$ cat src/rtl/alu_issue_stage_pkg.sv
// Shared constants and decode types for the ID/EX ALU issue stage.
package alu_issue_stage_pkg;

  localparam int unsigned WORD_WIDTH     = 32;
  localparam int unsigned REG_ADDR_WIDTH = 5;
  localparam int unsigned ALU_OP_LENGTH  = 4;
  localparam int unsigned LUI_SHIFT      = 16;

  localparam logic [WORD_WIDTH-1:0] ZEROWORD = '0;

  // ALU operation codes consumed by the execute-stage ALU.
  localparam logic [ALU_OP_LENGTH-1:0] ALU_ADD      = 4'd0;
  localparam logic [ALU_OP_LENGTH-1:0] ALU_SUB      = 4'd1;
  localparam logic [ALU_OP_LENGTH-1:0] ALU_AND      = 4'd2;
  localparam logic [ALU_OP_LENGTH-1:0] ALU_XOR      = 4'd3;
  localparam logic [ALU_OP_LENGTH-1:0] ALU_NOR      = 4'd4;
  localparam logic [ALU_OP_LENGTH-1:0] ALU_OR       = 4'd5;
  localparam logic [ALU_OP_LENGTH-1:0] ALU_EQB      = 4'd6;
  localparam logic [ALU_OP_LENGTH-1:0] ALU_SLT      = 4'd7;
  localparam logic [ALU_OP_LENGTH-1:0] ALU_SLTU     = 4'd8;
  localparam logic [ALU_OP_LENGTH-1:0] ALU_LS_LEFT  = 4'd9;
  localparam logic [ALU_OP_LENGTH-1:0] ALU_LS_RIGHT = 4'd10;
  localparam logic [ALU_OP_LENGTH-1:0] ALU_AS_RIGHT = 4'd11;

  // MIPS primary opcodes.
  localparam logic [5:0] OP_RTYPE = 6'h00;
  localparam logic [5:0] OP_ADDI  = 6'h08;
  localparam logic [5:0] OP_ADDIU = 6'h09;
  localparam logic [5:0] OP_SLTI  = 6'h0A;
  localparam logic [5:0] OP_SLTIU = 6'h0B;
  localparam logic [5:0] OP_ANDI  = 6'h0C;
  localparam logic [5:0] OP_ORI   = 6'h0D;
  localparam logic [5:0] OP_XORI  = 6'h0E;
  localparam logic [5:0] OP_LUI   = 6'h0F;
  localparam logic [5:0] OP_LW    = 6'h23;
  localparam logic [5:0] OP_SW    = 6'h2B;

  // MIPS R-type function codes.
  localparam logic [5:0] FN_SLL  = 6'h00;
  localparam logic [5:0] FN_SRL  = 6'h02;
  localparam logic [5:0] FN_SRA  = 6'h03;
  localparam logic [5:0] FN_SLLV = 6'h04;
  localparam logic [5:0] FN_SRLV = 6'h06;
  localparam logic [5:0] FN_SRAV = 6'h07;
  localparam logic [5:0] FN_ADD  = 6'h20;
  localparam logic [5:0] FN_ADDU = 6'h21;
  localparam logic [5:0] FN_SUB  = 6'h22;
  localparam logic [5:0] FN_SUBU = 6'h23;
  localparam logic [5:0] FN_AND  = 6'h24;
  localparam logic [5:0] FN_OR   = 6'h25;
  localparam logic [5:0] FN_XOR  = 6'h26;
  localparam logic [5:0] FN_NOR  = 6'h27;
  localparam logic [5:0] FN_SLT  = 6'h2A;
  localparam logic [5:0] FN_SLTU = 6'h2B;

  typedef enum logic {
    EXT_ZERO = 1'b0,
    EXT_SIGN = 1'b1
  } imm_ext_e;

  typedef enum logic [1:0] {
    SRCA_RS    = 2'd0,
    SRCA_SHAMT = 2'd1,
    SRCA_LUI   = 2'd2
  } srca_sel_e;

  typedef enum logic {
    SRCB_RT  = 1'b0,
    SRCB_IMM = 1'b1
  } srcb_sel_e;

  // Decoded control bundle produced by alu_op_encoder.
  typedef struct packed {
    logic [ALU_OP_LENGTH-1:0] op;
    imm_ext_e                 ext;
    srca_sel_e                srca_sel;
    srcb_sel_e                srcb_sel;
    logic                     waddr_rd;
    logic                     wen;
    logic                     mem_read;
    logic                     mem_write;
    logic                     illegal;
  } dec_t;

endpackage

$ cat src/rtl/alu_op_encoder.sv
// Combinational decode of MIPS opcode/funct into ALU op, operand selects and control bits.
module alu_op_encoder
  import alu_issue_stage_pkg::*;
(
  input  logic [5:0] opcode,
  input  logic [5:0] funct,
  output dec_t       dec_c
);

  // Unknown encodings fall through to EQB with the illegal flag and no write-back.
  always_comb begin
    dec_c          = '0;
    dec_c.op       = ALU_ADD;
    dec_c.ext      = EXT_SIGN;
    dec_c.srca_sel = SRCA_RS;
    dec_c.srcb_sel = SRCB_RT;
    case (opcode)
      OP_RTYPE: begin
        dec_c.waddr_rd = 1'b1;
        dec_c.wen      = 1'b1;
        case (funct)
          FN_ADD, FN_ADDU: dec_c.op = ALU_ADD;
          FN_SUB, FN_SUBU: dec_c.op = ALU_SUB;
          FN_AND:          dec_c.op = ALU_AND;
          FN_OR:           dec_c.op = ALU_OR;
          FN_XOR:          dec_c.op = ALU_XOR;
          FN_NOR:          dec_c.op = ALU_NOR;
          FN_SLT:          dec_c.op = ALU_SLT;
          FN_SLTU:         dec_c.op = ALU_SLTU;
          FN_SLL: begin
            dec_c.op       = ALU_LS_LEFT;
            dec_c.srca_sel = SRCA_SHAMT;
          end
          FN_SRL: begin
            dec_c.op       = ALU_LS_RIGHT;
            dec_c.srca_sel = SRCA_SHAMT;
          end
          FN_SRA: begin
            dec_c.op       = ALU_AS_RIGHT;
            dec_c.srca_sel = SRCA_SHAMT;
          end
          FN_SLLV:         dec_c.op = ALU_LS_LEFT;
          FN_SRLV:         dec_c.op = ALU_LS_RIGHT;
          FN_SRAV:         dec_c.op = ALU_AS_RIGHT;
          default: begin
            dec_c.op      = ALU_EQB;
            dec_c.wen     = 1'b0;
            dec_c.illegal = 1'b1;
          end
        endcase
      end
      OP_ADDI, OP_ADDIU: begin
        dec_c.srcb_sel = SRCB_IMM;
        dec_c.wen      = 1'b1;
      end
      OP_ANDI: begin
        dec_c.op       = ALU_AND;
        dec_c.ext      = EXT_ZERO;
        dec_c.srcb_sel = SRCB_IMM;
        dec_c.wen      = 1'b1;
      end
      OP_ORI: begin
        dec_c.op       = ALU_OR;
        dec_c.ext      = EXT_ZERO;
        dec_c.srcb_sel = SRCB_IMM;
        dec_c.wen      = 1'b1;
      end
      OP_XORI: begin
        dec_c.op       = ALU_XOR;
        dec_c.ext      = EXT_ZERO;
        dec_c.srcb_sel = SRCB_IMM;
        dec_c.wen      = 1'b1;
      end
      OP_SLTI: begin
        dec_c.op       = ALU_SLT;
        dec_c.srcb_sel = SRCB_IMM;
        dec_c.wen      = 1'b1;
      end
      OP_SLTIU: begin
        dec_c.op       = ALU_SLTU;
        dec_c.srcb_sel = SRCB_IMM;
        dec_c.wen      = 1'b1;
      end
      OP_LUI: begin
        dec_c.op       = ALU_LS_LEFT;
        dec_c.ext      = EXT_ZERO;
        dec_c.srca_sel = SRCA_LUI;
        dec_c.srcb_sel = SRCB_IMM;
        dec_c.wen      = 1'b1;
      end
      OP_LW: begin
        dec_c.srcb_sel = SRCB_IMM;
        dec_c.wen      = 1'b1;
        dec_c.mem_read = 1'b1;
      end
      OP_SW: begin
        dec_c.srcb_sel  = SRCB_IMM;
        dec_c.mem_write = 1'b1;
      end
      default: begin
        dec_c.op      = ALU_EQB;
        dec_c.illegal = 1'b1;
      end
    endcase
  end

endmodule

$ cat src/rtl/alu_issue_stage.sv
// ID/EX issue stage: resolves operands, encodes the ALU op and registers the execute-stage inputs.
// Build option ISSUE_FWD_EN: when defined, rs/rt are forwarded from MEM/WB; when undefined,
// operands come from the register file only and every RAW hazard raises stall_req_o.
module alu_issue_stage
  import alu_issue_stage_pkg::*;
#(
  parameter int unsigned DW = WORD_WIDTH,
  parameter int unsigned RW = REG_ADDR_WIDTH
) (
  input  logic                     clk,
  input  logic                     rst_n,
  input  logic                     valid_d,
  input  logic [5:0]               opcode_d,
  input  logic [5:0]               funct_d,
  input  logic [4:0]               shamt_d,
  input  logic [15:0]              imm_d,
  input  logic [RW-1:0]            rs_d,
  input  logic [RW-1:0]            rt_d,
  input  logic [RW-1:0]            rd_d,
  input  logic [DW-1:0]            rs_data_d,
  input  logic [DW-1:0]            rt_data_d,
  input  logic                     mem_wen,
  input  logic                     wb_wen,
  input  logic [RW-1:0]            mem_waddr,
  input  logic [RW-1:0]            wb_waddr,
  input  logic [DW-1:0]            mem_wdata,
  input  logic [DW-1:0]            wb_wdata,
  input  logic                     stall_i,
  input  logic                     flush_i,
  output logic                     stall_req_o,
  output logic [ALU_OP_LENGTH-1:0] aluOpE,
  output logic [DW-1:0]            SrcA,
  output logic [DW-1:0]            SrcB,
  output logic [DW-1:0]            store_data_e,
  output logic [RW-1:0]            waddr_e,
  output logic                     wen_e,
  output logic                     mem_read_e,
  output logic                     mem_write_e,
  output logic                     valid_e,
  output logic                     illegal_e
);

  dec_t          dec_c;
  logic [DW-1:0] rs_val_c;
  logic [DW-1:0] rt_val_c;
  logic [DW-1:0] imm_ext_c;
  logic [DW-1:0] srca_c;
  logic [DW-1:0] srcb_c;
  logic [RW-1:0] waddr_c;
  logic          wen_c;
  logic          mem_hit_rs_c;
  logic          mem_hit_rt_c;
  logic          wb_hit_rs_c;
  logic          wb_hit_rt_c;
  logic          load_use_c;
  logic          kill_c;
  logic          load_c;

  alu_op_encoder u_encoder (
    .opcode (opcode_d),
    .funct  (funct_d),
    .dec_c  (dec_c)
  );

  // Address matches against the MEM/WB write ports and the load in E; register 0 never matches.
  always_comb begin
    mem_hit_rs_c = mem_wen && (mem_waddr != '0) && (mem_waddr == rs_d);
    mem_hit_rt_c = mem_wen && (mem_waddr != '0) && (mem_waddr == rt_d);
    wb_hit_rs_c  = wb_wen && (wb_waddr != '0) && (wb_waddr == rs_d);
    wb_hit_rt_c  = wb_wen && (wb_waddr != '0) && (wb_waddr == rt_d);
    load_use_c   = valid_d && valid_e && mem_read_e && (waddr_e != '0) &&
                   ((waddr_e == rs_d) || (waddr_e == rt_d));
  end

`ifdef ISSUE_FWD_EN
  // Operand resolution: the younger MEM result wins over WB, then the register file.
  always_comb begin
    rs_val_c = rs_data_d;
    rt_val_c = rt_data_d;
    if (mem_hit_rs_c)     rs_val_c = mem_wdata;
    else if (wb_hit_rs_c) rs_val_c = wb_wdata;
    if (mem_hit_rt_c)     rt_val_c = mem_wdata;
    else if (wb_hit_rt_c) rt_val_c = wb_wdata;
  end

  // Only a load in E cannot be covered by forwarding.
  always_comb stall_req_o = load_use_c;
`else
  logic unused_fwd_data;
  assign unused_fwd_data = ^{mem_wdata, wb_wdata};

  // Register file is the sole operand source.
  always_comb begin
    rs_val_c = rs_data_d;
    rt_val_c = rt_data_d;
  end

  // Any in-flight producer of rs/rt must drain before the consumer issues.
  always_comb begin
    stall_req_o = load_use_c ||
                  (valid_d && (mem_hit_rs_c || mem_hit_rt_c || wb_hit_rs_c || wb_hit_rt_c)) ||
                  (valid_d && valid_e && wen_e && (waddr_e != '0) &&
                   ((waddr_e == rs_d) || (waddr_e == rt_d)));
  end
`endif

  // Operand and destination selection for the instruction in ID.
  always_comb begin
    imm_ext_c = (dec_c.ext == EXT_SIGN) ? DW'($signed(imm_d)) : DW'(imm_d);
    case (dec_c.srca_sel)
      SRCA_SHAMT: srca_c = DW'(shamt_d);
      SRCA_LUI:   srca_c = DW'(LUI_SHIFT);
      default:    srca_c = rs_val_c;
    endcase
    srcb_c  = (dec_c.srcb_sel == SRCB_IMM) ? imm_ext_c : rt_val_c;
    waddr_c = dec_c.waddr_rd ? rd_d : rt_d;
    wen_c   = dec_c.wen && (waddr_c != '0);
  end

  // Edge action priority: flush, then hold, then load-use bubble, then normal load.
  always_comb begin
    kill_c = flush_i || (!stall_i && stall_req_o);
    load_c = !flush_i && !stall_i && !stall_req_o;
  end

  // ID/EX pipeline register.
  always_ff @(posedge clk or negedge rst_n) begin
    if (!rst_n) begin
      aluOpE       <= ALU_ADD;
      SrcA         <= '0;
      SrcB         <= '0;
      store_data_e <= '0;
      waddr_e      <= '0;
      wen_e        <= 1'b0;
      mem_read_e   <= 1'b0;
      mem_write_e  <= 1'b0;
      valid_e      <= 1'b0;
      illegal_e    <= 1'b0;
    end else if (kill_c) begin
      wen_e        <= 1'b0;
      mem_read_e   <= 1'b0;
      mem_write_e  <= 1'b0;
      valid_e      <= 1'b0;
      illegal_e    <= 1'b0;
    end else if (load_c) begin
      aluOpE       <= dec_c.op;
      SrcA         <= srca_c;
      SrcB         <= srcb_c;
      store_data_e <= rt_val_c;
      waddr_e      <= waddr_c;
      wen_e        <= valid_d && wen_c;
      mem_read_e   <= valid_d && dec_c.mem_read;
      mem_write_e  <= valid_d && dec_c.mem_write;
      valid_e      <= valid_d;
      illegal_e    <= valid_d && dec_c.illegal;
    end
  end

endmodule

$ cat config.mk
export PLATFORM = sky130hd
export DESIGN_NAME = alu_issue_stage
export DESIGN_NICKNAME = d
export VERILOG_FILES = /design/src/rtl/alu_issue_stage_pkg.sv /design/src/rtl/alu_op_encoder.sv /design/src/rtl/alu_issue_stage.sv
export SDC_FILE = /design/constraint.sdc
export NUM_CORES = 1
export LEC_CHECK = 0
export CORE_MARGIN = 8
export CORE_UTILIZATION = 32
export CTS_CLUSTER_DIAMETER = 100
export CTS_CLUSTER_SIZE = 25
export DETAILED_ROUTE_END_ITERATION = 10
export GPL_ROUTABILITY_DRIVEN = 0
export PLACE_DENSITY = 0.7
export SYNTH_ARGS = -nofsm -noshare
export SYNTH_HDL_FRONTEND = slang
export SYNTH_HIERARCHICAL = 1
export SYNTH_SLANG_ARGS = --single-unit
$ cat constraint.sdc
create_clock -name clk -period 4.9 [get_ports clk]
set_input_delay 0.735 -clock clk [delete_from_list [all_inputs] [get_ports clk]]
set_output_delay 0.735 -clock clk [all_outputs]
set_load 0.1 [all_outputs]
==> results.md <==
* Design Area, Final at between 8000 and 9000 um2
* Number of flops mapped to enable cells by yosys at 0
* Synth unique cells at 49
* Die area at 21,420 um2
* CP arrival at 2.97 ns
* Leak at 3.392 nW
* Met1 Wirelength at around 6900 um
* Part of the power in registers at a little under a third
* Status: completed
* Ys async rst share at 100.0%
* Net count of the mapped netlist at ~640
* I/O pins at around 300
* DRC at 0
* Sequential share of the synthesized area at a little over 50%
* Postcts setup bufs at 0
* Min-delay worst type: primary input to async pin
* Area delta synth->final at 52.61%
* VDD IR-drop max at slightly below 0.3 mV
* PostCTS Resize Cnt at 0
* Min cycle time layout at 3.709 ns
* Crit end category: output port
* Clk slew on worst S/H paths at about 0.080 ns
* # setup viols final at 0
* PD cells at roughly 440 nW/um2
* Fillers at ~1,500
* Starting Density at about a third
* RR Startpoint: waddr_e[4]
* Initial DRT Pass Iterations at 4
* Psw at 1.767 mW
* Fin. max-slew vios at 0
* Synth warn at 6
* Core Area at around 17,000 um2
* Final HPWL DP at about 13,000 um
* First-pass GRT wire length at about 27,000 um
* Die Y at 146.3 um
* Clock power share at 19.1%
* GR Util All Layers at 15.70%
* Setup TNS at 0 ns
* Fmax at between 200 and 300 MHz
* Crit path kind: primary input to output port
* Internal at 1.902 mW
* DR top layer: met4
* Met2 WL at 8088 um
* DP Area at 8018 um2
* Gr ovfl total at 0
* Synthesized area at about 5400 um2
* Met3 Routed Length at 1841 um
* Die Wd at approximately 150 um
* Final Net Count at between 800 and 900
* Combinational power share at between 40% and 50%
* Worst-margin pin slew at around 1.0 ns
* Slew headroom at a little under a third
* Ant diodes at 0
* Clk_skew at between 0.01 and 0.015 ns
* TritonCTS Buffers at 9
* Sw frac at between 40 and 50%
* # Max-Cap Violations at 0
* Required @ worst endpoint at ~4.2 ns
* Clk_lat worst skew at ~0.35 ns
* Post-route ant nets at 0
* Number of global-route vias before repair at between 5,000 and 6,000
* Crit. Startpoint: mem_waddr[1]
* Vias/cell at a little under 5
* Pin count of the biggest net entering global routing at 65
* Share of cells above drive strength 1 at between 10% and 20%
* CTS tree: built
* Hold Vio Cnt, Final at 0
* Startpoint Class: primary input
* Worst-path maximum fanout at 3
* WL/cell at ~19 um
* Top FF cell, synth: dfrtp_1
* CTS Buffer Depth at 2
* Root Driver: clkbuf_16
* Clock Sinks at 110
* Cells after Synth at 448
* Syn avg cell area at between 10 and 15 um2
* Hold_buf cts at 0
* Vias at 4,447
* H-tree depth at 3
* Fin crit share at between 70% and 80%
* Post-Route WL at roughly 17,000 um
* #FFs+latches synth at 110
* Initial drt markers at around 130
* RSZ-0062 raised after global routing: false
* Number of antenna violations at the first check in global routing at 0
* IO buf count at approximately 240
* Row cnt at 47
* Reg2Reg Setup Slack at 2.45 ns
## final timing paths
path / end / cells after the start
min in group clk: SrcB[1] / 1
worst max-delay path: stall_req_o / 6
worst max register to register: SrcB[26] / 7
worst min-delay path: SrcA[10] / 1
worst min register to register: SrcB[1] / 1
max in group asynchronous: store_data_e[25] / 2
## cell type report
class	instances	area (um2)	area share, %
timing repair buffer	244	2425	29.23
clock inverter	6	53.80	0.6485
tap	220	275.3	3.318
clock buffer	9	225.2	2.715
sequential	110	2753	33.18
multi-input combinational	287	2482	29.92
inverter	22	82.58	0.9953
## cell usage in the layout (no fill, tap or decap), drive strengths merged, types with 2 or more instances in the layout
cell type / n
dfrtp: 110
o32ai: 2
o2bb2ai: 2
buf: 7
or4: 3
mux2: 99
clkdlybuf4s50: 237
nand2b: 3
nor3: 4
xnor2: 30
a21oi: 9
o21a: 3
clkinv: 2
inv: 25
nor4: 3
a22o: 31
nand3: 9
a21o: 3
ha: 2
o22ai: 4
nand2: 21
clkbuf: 9
nor2: 10
nor2b: 4
a31oi: 2
o21ai: 26
## power groups by stage
stage          combinational, mW  clock, mW  sequential, mW
2_1_floorplan              0.261          0            2.20
3_3_place_gp                1.83          0            1.15
3_5_place_dp                1.84          0            1.15
4_1_cts                     1.85      0.730            1.14
5_1_grt                     1.89      0.758            1.16
6_report                    1.83      0.701            1.14
## state kept, by name (all words and copies together) (netlist names)
name	flops
SrcB	32
waddr_e	5
wen_e	1
aluOpE	4
SrcA	32
mem_read_e	1
valid_e	1
store_data_e	32
illegal_e	1
mem_write_e	1
## synth_stat cells (all sizes together), types with 2 or more instances
cell type,count,area share [%]
ha,2,0.46
dfrtp,110,51
nand3,9,0.83
nor2b,4,0.46
nand2,21,1.5
o32ai,2,0.32
mux2,99,21
o2bb2ai,2,0.32
nor2,10,0.69
or4,3,0.41
buf,10,1.3
nor3,4,0.37
o22ai,4,0.46
o21ai,26,2.5
clkbuf,19,1.3
a31oi,2,0.23
xnor2,30,4.8
nor4,3,0.58
o21a,3,0.41
a21oi,9,0.83
a22o,31,5.0
inv,22,1.5
nand2b,3,0.35
a21o,3,0.41
## through the flow
| stage | hold WS, ns | worst slack [ns] | std cells | utilization [%] | power, mW |
|---|---|---|---|---|---|
| after floorplan | 0.4394 | 1.324 | 448 | - | 2.466 |
| after global placement | 0.4772 | 1.024 | 883 | 48.35 | 2.973 |
| after detailed placement | 0.4848 | 0.9633 | 883 | 48.35 | 2.997 |
| after CTS | 0.4986 | 1.163 | 898 | 50.03 | 3.716 |
| after global routing | 0.5256 | 1.043 | 898 | 50.03 | 3.809 |
| final | 0.4575 | 1.191 | 898 | 50.03 | 3.669 |
## kinds of logic after synthesis
kind of cell | after synthesis | share of synthesized area (%)
mux | 100 | 21.52
compound gates | 92 | 12.06
simple gates | 62 | 6.214
fa+ha+maj | 2 | 0.4602
flops | 110 | 50.63
xor+xnor | 31 | 4.994
buf+inv | 51 | 4.120
## critical path, stage by stage
cell and delay [ns]:
clkdlybuf4s50_1 0.48, or4_1 0.54, o21a_1 0.20, a222oi_1 0.64
nor2_1 0.11, buf_4 0.26
## metal layers
| metal | GRT usage [%] | vias up |
|---|---|---|
| met4 | 4.070 | 0 |
| met5 | 0 | - |
| met3 | 7.478 | 19 |
| met2 | 26.23 | 188 |
| li1 | - | 2056 |
| met1 | 17.67 | 2184 |
No activity file was read; power rests on OpenSTA's default activity.
==> variant, RTL diff (config.mk and constraints unchanged) <==
Build with the macro `ISSUE_FWD_EN` defined.
--- a/src/rtl/alu_issue_stage.sv
+++ b/src/rtl/alu_issue_stage.sv
@@ -1,6 +1,8 @@
 // ID/EX issue stage: resolves operands, encodes the ALU op and registers the execute-stage inputs.
 // Build option ISSUE_FWD_EN: when defined, rs/rt are forwarded from MEM/WB; when undefined,
 // operands come from the register file only and every RAW hazard raises stall_req_o.
+`define ISSUE_FWD_EN
+
 module alu_issue_stage
   import alu_issue_stage_pkg::*;
 #(
Function: changed (Yosys sat finds a counterexample within 4 cycles, from zero or initial values and one cycle with rst_n low).
==> variant against the original RTL <==
Final cell count grew 47%. Fmax increased by 7.0%. Global-route usage is 5.3 points higher. Clock skew down 0.0033 ns. Total power shrank 1.5%. Sequential cell count did not move. Routed wire length rose by 64%. Worst setup slack gained 0.24 ns. Sequential share of layout area down 6.2 points. Cell area is 23% higher. Hold slack better by 0.020 ns. Area after synthesis grew 22%. Core utilization rose by 0.27 points.
==> variant: results (changes against the original RTL) <==
[placed_design]
dpl_cell_area_mm2=0.00991  ; +24%
dp.final_hpwl_mm=20.5  ; +58%
portBuffers=303  ; +27%

[synthesis]
synthMuxAreaShare_pct=1.81  ; -20 points
yosys.cell_types.count=53  ; +8.2%
synth_xor_xnor_area_share_pct=3.55  ; -1.4 points
synth-seq-area-share_pct=41.4  ; -9.3 points
synth_ff_type=dfrtp_1
synth_area_leaders=dfrtp_1 (41%), nand2_1 (8.1%), nor2_1 (6.2%)
syn_nets=979  ; +52%
yosysWarnings=6  ; unchanged
synth_common_cells=nand2_1 (143), dfrtp_1 (110), nor2_1 (109)
yosys.area_share.adder_pct=0.376  ; -0.084 points
synth_compound_area_share_pct=28.7  ; +17 points

[power]
p_leak_nw=4.23  ; +25%
ir_drop_mv=0.211  ; -28%
netSwitchingFraction_pct=47.8  ; -0.38 points

[timing]
clock_skew_ns=0.0103  ; -0.00335 ns
worstMarginPinSlew_ns=1.09  ; +0.0635 ns
holdWs_ns=0.477  ; +0.0197 ns

[global_routing]
grt_pass1_vias=7335  ; +46%
grt_max_degree=97  ; +49%
gr-total-overflow=0  ; unchanged
grt_pass1_wl_mm=42.9  ; +58%
antenna_found_initial=1  ; +1
groute.usage.overall_pct=21.0  ; +5.3 points

[critical_path]
critPathArrivalTime_ns=2.73  ; -0.24 ns
rrSetupSlack_ns=2.50  ; +0.05 ns
critPathMaxFanout=6  ; +3

[final_layout]
top_regs=SrcA: 32 flops, SrcB: 32 flops, store_data_e: 32 flops
drive_gt1_share_pct=5.51  ; -12 points
final_nets=1243  ; +43%

[clock_network]
clock_path_buffers=2  ; unchanged
numCtsBuffers=9  ; unchanged
post_cts_buffers=0  ; unchanged
path_clk_slew_ns=0.08  ; about the same
htreeDepth=3  ; unchanged
cts_root_buf=clkbuf_16
cts_resized=0  ; unchanged

[route]
wirelength_mm=28.0  ; +64%
viasPerCell=5.44  ; +9.9%
firstDrtPassIters=5  ; +1
drtIter0Drc=432  ; +230%

[hold_path]
min_path_type=reg2reg

[status]
run_status=finished clean

[run]
drv_cap=0  ; unchanged

[variant: cell count changes after synthesis, sizes merged, moves of 28 or more]
cell | before | now
a31oi | 2 | 31
a21o | 3 | 34
clkbuf | 19 | 47
mux2 | 99 | 0
nand2 | 21 | 144
a21oi | 9 | 63
nor2 | 10 | 109
[variant: worst max-delay path: stages]
cell	delay, ns
clkdlybuf4s50_1	0.64
xnor2_1	0.16
nand3_1	0.10
o22ai_1	0.44
nand2_1	0.26
inv_1	0.10
buf_4	0.29
[variant: power groups by stage]
stage / clock [mW] / combinational [mW] / sequential [mW]
after floorplan: 0 / 0.276 / 2.03
final: 0.758 / 1.74 / 1.11
after detailed placement: 0 / 1.75 / 1.12
after CTS: 0.778 / 1.75 / 1.11
after global routing: 0.816 / 1.81 / 1.13
after global placement: 0 / 1.74 / 1.12
[variant: cell families (layout without fill, tap and decap cells)]
family | count (synthesis) | after routing
muxes | 12 | 12
other | 0 | 1
and+or+nand+nor | 299 | 299
xor gates and xnor gates | 27 | 27
buffers and inverters | 74 | 343
AOI/OAI and AO/OA | 260 | 260
DFF | 110 | 110
adders and majority gates | 2 | 2
[variant: final cells by class]
class                   count  area (um^2)
fillers                  1927        10100
multi-input cells         600         3630
repair buffers            320         3170
flip-flops and latches    110         2750
well taps                 270          338
clock buffers               9          225
clock inverters             7         70.1
inverters                   7         26.3
diodes                      1         2.50
[variant: metrics by stage]
stage	power (mW)	cells	worst slack, ns
2_1_floorplan	2.30	784	1.83
3_3_place_gp	2.87	1307	1.26
3_5_place_dp	2.87	1307	1.14
4_1_cts	3.64	1323	1.44
5_1_grt	3.75	1324	1.22
6_report	3.61	1324	1.43
[variant: path summary, 6_finish.rpt]
path	start	end	cells past startpoint
worst max register to register	waddr_e[4]	store_data_e[19]	7
max in group asynchronous	rst_n	SrcA[30]	2
worst min-delay path	aluOpE[2]	aluOpE[2]	2
min in group asynchronous	rst_n	aluOpE[0]	1
worst min register to register	aluOpE[2]	aluOpE[2]	2
worst max-delay path	rt_d[0]	stall_req_o	7
[variant: layer usage]
metal	GRT usage [%]	vias up	share of wire (%)
met3	5.89	34	8.8
met2	35.2	329	48
met5	0	-	0
met4	5.95	0	1.8
met1	25.8	3469	42
li1	-	3372	-
